$ cat config.mk
export PLATFORM = sky130hd
export DESIGN_NAME = spm_serial_host
export DESIGN_NICKNAME = d
export VERILOG_FILES = /design/src/rtl/spm_serial_host.sv
export SDC_FILE = /design/constraint.sdc
export NUM_CORES = 1
export LEC_CHECK = 0
export CAP_MARGIN = 25
export CORE_MARGIN = 2
export CORE_UTILIZATION = 54
export CTS_BUF_LIST = sky130_fd_sc_hd__clkbuf_8
export DETAILED_ROUTE_END_ITERATION = 6
export HOLD_SLACK_MARGIN = 0.05
export PLACE_DENSITY_LB_ADDON = 0.05
export SLEW_MARGIN = 20
export SYNTH_ARGS = -nofsm -noshare
export SYNTH_HDL_FRONTEND = slang
export SYNTH_SLANG_ARGS = --single-unit
$ cat constraint.sdc
create_clock -name clk_i -period 6.2 [get_ports clk_i]
set_clock_uncertainty 0.05 [all_clocks]
set_input_delay 1.24 -clock clk_i [delete_from_list [all_inputs] [get_ports clk_i]]
set_output_delay 1.24 -clock clk_i [all_outputs]
set_load 0.01 [all_outputs]
$ cat src/rtl/spm_serial_host.sv
// Initiator for a serial-parallel multiplier core: holds x, streams y LSB-first,
// and deserializes the serial product into a 2*SIZE-bit word behind valid/ready.
module spm_serial_host #(
  parameter int SIZE   = 32,
  parameter bit SIGNED = 1'b1,
  parameter int P_LAT  = 1
) (
  input  logic              clk_i,
  input  logic              rst_ni,
  input  logic              in_valid_i,
  output logic              in_ready_o,
  input  logic [SIZE-1:0]   a_i,
  input  logic [SIZE-1:0]   b_i,
  output logic              out_valid_o,
  input  logic              out_ready_i,
  output logic [2*SIZE-1:0] prod_o,
  output logic [SIZE-1:0]   spm_x_o,
  output logic              spm_y_o,
  output logic              spm_rst_o,
  input  logic              spm_p_i
);

  localparam int RUN_LEN = 2*SIZE + P_LAT;
  localparam int CNT_W   = $clog2(RUN_LEN + 1);
  localparam logic [CNT_W-1:0] LAST_CNT  = CNT_W'(RUN_LEN - 1);
  localparam logic [CNT_W-1:0] Y_LAST    = CNT_W'(2*SIZE - 1);

  typedef enum logic [1:0] {IDLE, CLEAR, RUN, DONE} state_e;

  state_e              state_q, state_d;
  logic [CNT_W-1:0]    cnt_q, cnt_d;
  logic [SIZE-1:0]     bShift_q, bShift_d;
  logic [2*SIZE-1:0]   prod_q, prod_d;
  logic [SIZE-1:0]     spmX_q, spmX_d;
  logic                spmY_q, spmY_d;
  logic                spmRst_q, spmRst_d;
  logic                inReady_q, inReady_d;
  logic                outValid_q, outValid_d;

  logic                sampleEn;
  logic                fillBit;
  logic [SIZE-1:0]     bShiftNext;

  // The product bit for y bit i appears on spm_p_i P_LAT cycles after it is driven.
  generate
    if (P_LAT == 0) begin : g_noLat
      assign sampleEn = 1'b1;
    end else begin : g_lat
      assign sampleEn = (cnt_q >= CNT_W'(P_LAT));
    end
  endgenerate

  // Arithmetic right shift when SIGNED so the upper half of y repeats b's sign bit.
  assign fillBit    = SIGNED ? bShift_q[SIZE-1] : 1'b0;
  assign bShiftNext = {fillBit, bShift_q[SIZE-1:1]};

  always_ff @(posedge clk_i or negedge rst_ni) begin
    if (!rst_ni) begin
      state_q    <= IDLE;
      cnt_q      <= '0;
      bShift_q   <= '0;
      prod_q     <= '0;
      spmX_q     <= '0;
      spmY_q     <= 1'b0;
      spmRst_q   <= 1'b0;
      inReady_q  <= 1'b1;
      outValid_q <= 1'b0;
    end else begin
      state_q    <= state_d;
      cnt_q      <= cnt_d;
      bShift_q   <= bShift_d;
      prod_q     <= prod_d;
      spmX_q     <= spmX_d;
      spmY_q     <= spmY_d;
      spmRst_q   <= spmRst_d;
      inReady_q  <= inReady_d;
      outValid_q <= outValid_d;
    end
  end

  always_comb begin
    state_d    = state_q;
    cnt_d      = cnt_q;
    bShift_d   = bShift_q;
    prod_d     = prod_q;
    spmX_d     = spmX_q;
    spmY_d     = spmY_q;
    spmRst_d   = spmRst_q;
    inReady_d  = inReady_q;
    outValid_d = outValid_q;

    unique case (state_q)
      IDLE: begin
        spmRst_d  = 1'b1;
        spmY_d    = 1'b0;
        inReady_d = 1'b1;
        if (in_valid_i && inReady_q) begin
          spmX_d    = a_i;
          bShift_d  = b_i;
          prod_d    = '0;
          inReady_d = 1'b0;
          spmRst_d  = 1'b0;
          state_d   = CLEAR;
        end
      end

      CLEAR: begin
        state_d  = RUN;
        cnt_d    = '0;
        spmRst_d = 1'b1;
        spmY_d   = bShift_q[0];
        bShift_d = bShiftNext;
      end

      // spmY_d is the y bit for cnt_q+1; beyond 2*SIZE bits y is held at 0.
      RUN: begin
        cnt_d = cnt_q + CNT_W'(1);
        if (sampleEn) begin
          prod_d = {spm_p_i, prod_q[2*SIZE-1:1]};
        end
        if (cnt_q < Y_LAST) begin
          spmY_d   = bShift_q[0];
          bShift_d = bShiftNext;
        end else begin
          spmY_d = 1'b0;
        end
        if (cnt_q == LAST_CNT) begin
          cnt_d      = '0;
          outValid_d = 1'b1;
          state_d    = DONE;
        end
      end

      DONE: begin
        spmY_d = 1'b0;
        if (outValid_q && out_ready_i) begin
          outValid_d = 1'b0;
          inReady_d  = 1'b1;
          state_d    = IDLE;
        end
      end

      default: begin
        state_d = IDLE;
      end
    endcase
  end

  assign in_ready_o  = inReady_q;
  assign out_valid_o = outValid_q;
  assign prod_o      = prod_q;
  assign spm_x_o     = spmX_q;
  assign spm_y_o     = spmY_q;
  assign spm_rst_o   = spmRst_q;

endmodule

==> impl.org <==
** Status
- Result of the run :: complete, no violations

** Drt
- Wire length after detailed routing :: roughly 14000 µm
- Once detail routing completed, the nets flagged for antenna violations numbered 0.
- The pre-antenna-repair detailed-routing pass consisted of 5 iterations.
- After detailed routing, the average wire length per cell comes to 15.9 µm.
- The first routing iteration left 315 violations.
- # DRC :: 0
- Mean number of vias per cell :: 5.48
- The routed layout has between 4000 and 5000 vias.

** Synthesis
- Of the total synthesized cell area, the portion taken by full adders, half adders and majority gates is under 10%.
- The portion of synthesized area spent on multiplexers is 16.4%.
- Number of warning messages in the yosys log :: 0
- When the netlist entered floorplanning its net count stood at 621.
- Yosys top cell area share :: a little over half
- In this run, synthesis inferred 0 flip-flops with an integrated enable.
- In the post-synthesis netlist, the biggest area contributors are dfrtp_1 54%, mux2_2 16%, o21ai_2 6.8%, o21ai_0 6.0%, nand2_1 4.2%.
- Number of register bits inferred by synthesis :: 141
- Sequential cells were found to cover 54.7% of the synthesized design area.
- Summing the areas of all xor and xnor instances in the mapped netlist gives 0% of the synthesized area.
- Area fraction in compound gates after synthesis :: 16.1%
- The largest total area in the synthesized netlist belongs to dfrtp_1.
- Post-synth design cell area :: between 6000 and 7000 µm²
- Most instantiated flip-flop cell in the synthesis netlist :: dfrtp_1
- In the synthesized netlist the async set-or-reset flop fraction comes to 100%.
- By area, the combinational part of the netlist is dominated by multiplexers.
- Synthesis produced a netlist whose cell count is 543.
- Unique cell type count in the Yosys netlist :: 40
- Simple logic cell fraction of the synthesized area :: 6.28%
- Syn_area_per_cell :: between 10 and 15 µm²

** Critical path
- The worst setup path is launched from an input pin.
- Cells on worst reg2reg path :: 8
- Critical-path top delay cell :: nand3_2
- Reg-to-Reg Start :: state_q[0]$_DFFE_PN0P_
- Required time of the worst setup path :: roughly 6500 ps
- STA classifies the critical path endpoint as a register.
- Worst reg2reg endpoint :: prod_o[18]$_DFFE_PN0P_
- The worst setup path is of the in2reg kind.
- The setup check on the worst reg-to-reg path leaves a slack of ~2800 ps.
- In this run the worst path has a maximum fanout of between 60 and 70.
- STA puts the critical path data arrival time at around 4000 ps.
- Walking the worst path, the cells encountered are clkdlybuf4s50_1, nand3_2, a21boi_4, buf_4, or2_4, buf_16, o21ai_0.
- For this run, the slowest stage of the critical path takes 710 ps.

** STA
- Setup repair after global routing left no endpoint under its margin.
- Setup violations remaining at the end of the flow were counted as 0.
- The worst path needs roughly 3800 ps of the cycle, external delays included.
- Period Utilization, post-route :: 61.3%
- The number of pins exceeding their max-slew limit in the final report was 0.
- Adding up every negative setup slack in the final design gives 0 ps.
- Transition time at the pin with the least slew margin :: 914 ps
- Hold Vio Cnt, Final :: 0
- Worst rel slew slack :: 39.0%
- Achievable clock frequency :: around 260 MHz

** Min path
- The path with the worst hold slack has its endpoint at spm_x_o[22]$_DFFE_PN0P_.
- Number of cells traversed by the worst hold path :: 1
- HP Start :: spm_x_o[22]$_DFFE_PN0P_
- Worst hold path class :: reg2reg

** Run
- Max-cap violations in this run came to 0.

** Layout
- Fraction of final layout cells with drive strength greater than 1 :: a little over a quarter
- Total Nets Final :: just under 800
- Relative to the synthesized area, the layout overhead comes to 30.8%.
- N_diodes :: 0

** Clocking
- TritonCTS built the clock tree.
- In this run, post-CTS repair resized a total of 0 instances.
- Post-CTS timing repair inserted 0 buffers for setup.
- The number of hold buffers added after CTS was 0.
- H-tree depth :: 4
- TritonCTS created 17 clock buffers.
- After clock tree synthesis, the clock-pin slew on the worst setup and hold paths is approximately 70 ps.
- The clock drives 141 sinks.
- The tree is rooted in a clkbuf_8.
- In this run the deepest clock path goes through 2 buffers.
- For the worst-skew pair, the clock arrives at the later sink with an insertion delay of around 450 ps.

** Die
- The die is around 110 µm wide.
- The die covers about 13000 µm².
- The floorplan step set the die height to around 110 µm.
- Num ports :: between 150 and 200
- Row generation in the floorplan step produced 39 rows.
- CORE AREA :: 11600 µm²
- The initial utilization of the core area, before any placement, comes to between 50% and 60%.

** Global routing
- The number of antenna violations at the first check in global routing is 0.
- Summed over all layers, the global routing overflow is 0.
- The first global-routing pass estimated ~23000 µm of wire.
- Global routing consumed, over all layers together, between 20% and 30% of the routing resources.
- Entering global routing, the biggest net connects 85 pins.
- Number of global-route vias before repair :: roughly 4600

** Placement
- Detailed placement finished with a half-perimeter wire length of approximately 8900 µm.
- In this run the tool buffered the top-level ports with 168 buffer cells.
- Global placement routability congestion :: between 0.7 and 0.8

** Power and ir drop
- The design draws between 1.5 and 2 mW.
- IR drop worst, VDD :: 0.000154 V
- Power per cell area :: approximately 200 nW/µm²
- For this design the static power due to leakage is roughly 3.9 nW.
[how the worst max path moves through the flow]
stage / from / to / slack [ps] / cells past startpoint
floorplan: in_valid_i / prod_o[10]$_DFFE_PN0P_ / 3800 / 6
global route: in_valid_i / prod_o[21]$_DFFE_PN0P_ / 2210 / 7
global placement: in_valid_i / prod_o[18]$_DFFE_PN0P_ / 1840 / 6
finish: in_valid_i / prod_o[18]$_DFFE_PN0P_ / 2400 / 7
CTS: in_valid_i / prod_o[18]$_DFFE_PN0P_ / 2240 / 6
detailed placement: in_valid_i / prod_o[18]$_DFFE_PN0P_ / 1720 / 6
[synth_stat cells (2+ instances only)]
cell type,number
a21boi_0,2
a21o_1,2
a21oi_1,5
and3_1,2
buf_1,5
buf_12,7
buf_2,10
clkbuf_1,17
dfrtp_1,140
ha_1,9
inv_1,9
mux2_2,94
nand2_1,73
nand3_1,3
nor2_1,2
o21ai_0,78
o21ai_1,11
o21ai_2,50
o31ai_1,3
[through the flow]
stage	utilization, %	setup slack, ps	cell area (µm²)	cells	hold slack (ps)
floorplan	-	3800	6460	543	416
global placement	70.1	1840	8100	820	430
detailed placement	70.1	1720	8100	820	442
CTS	72.8	2240	8420	848	458
global route	73.1	2210	8450	849	472
finish	73.1	2400	8450	849	454
[routing by layer]
metal,wire length (µm),vias up,track usage (%)
met5,0,-,0
met4,100,0,5.53
met3,840,8,8.62
met2,6660,127,35.6
met1,5930,2301,28.6
li1,-,2216,-
[sequential cells by signal (all words and copies together) (netlist names)]
signal       cells
cnt_q            7
bShift_q        32
out_valid_o      1
spm_rst_o        1
in_ready_o       1
spm_x_o         32
spm_y_o          1
prod_o          64
state_q          2
[power breakdown]
group          internal, mW  switching (mW)  total, mW  leakage, nW
Combinational        0.0738          0.0478      0.122         1.89
Clock                 0.301           0.313      0.614        0.185
Sequential            0.936          0.0134      0.949         1.84
Total                  1.31           0.374       1.69         3.91
[kinds of logic after synthesis]
logic type	Yosys count
muxes	94
DFF	141
adders and majority gates	9
and+or+nand+nor	90
buffers and inverters	49
AOI/OAI and AO/OA	160
[final cells by class]
class / instances / area (µm²)
Fill cell: 853 / 3120
Sequential cell: 141 / 3530
Inverter: 9 / 33.8
Clock inverter: 7 / 28.8
Multi-Input combinational cell: 353 / 2630
Clock buffer: 21 / 289
Timing Repair Buffer: 175 / 1760
Tap cell: 143 / 179
[critical path, delay by kind of cell]
| kind | cells | cell delay [ps] |
|---|---|---|
| compound gates | 2 | 580 |
| buf+inv | 3 | 1080 |
| simple gates | 2 | 1150 |
[placed cells by master, fill, tap and decap left out, types with 4 or more instances in the layout]
| cell type | instances |
|---|---|
| a21oi_1 | 4 |
| buf_4 | 6 |
| clkbuf_8 | 21 |
| clkdlybuf4s50_1 | 167 |
| dfrtp_1 | 140 |
| ha_1 | 8 |
| inv_1 | 14 |
| mux2_2 | 94 |
| nand2_1 | 73 |
| o21ai_0 | 78 |
| o21ai_1 | 11 |
| o21ai_2 | 50 |
Power figures use the tool's default switching activity.
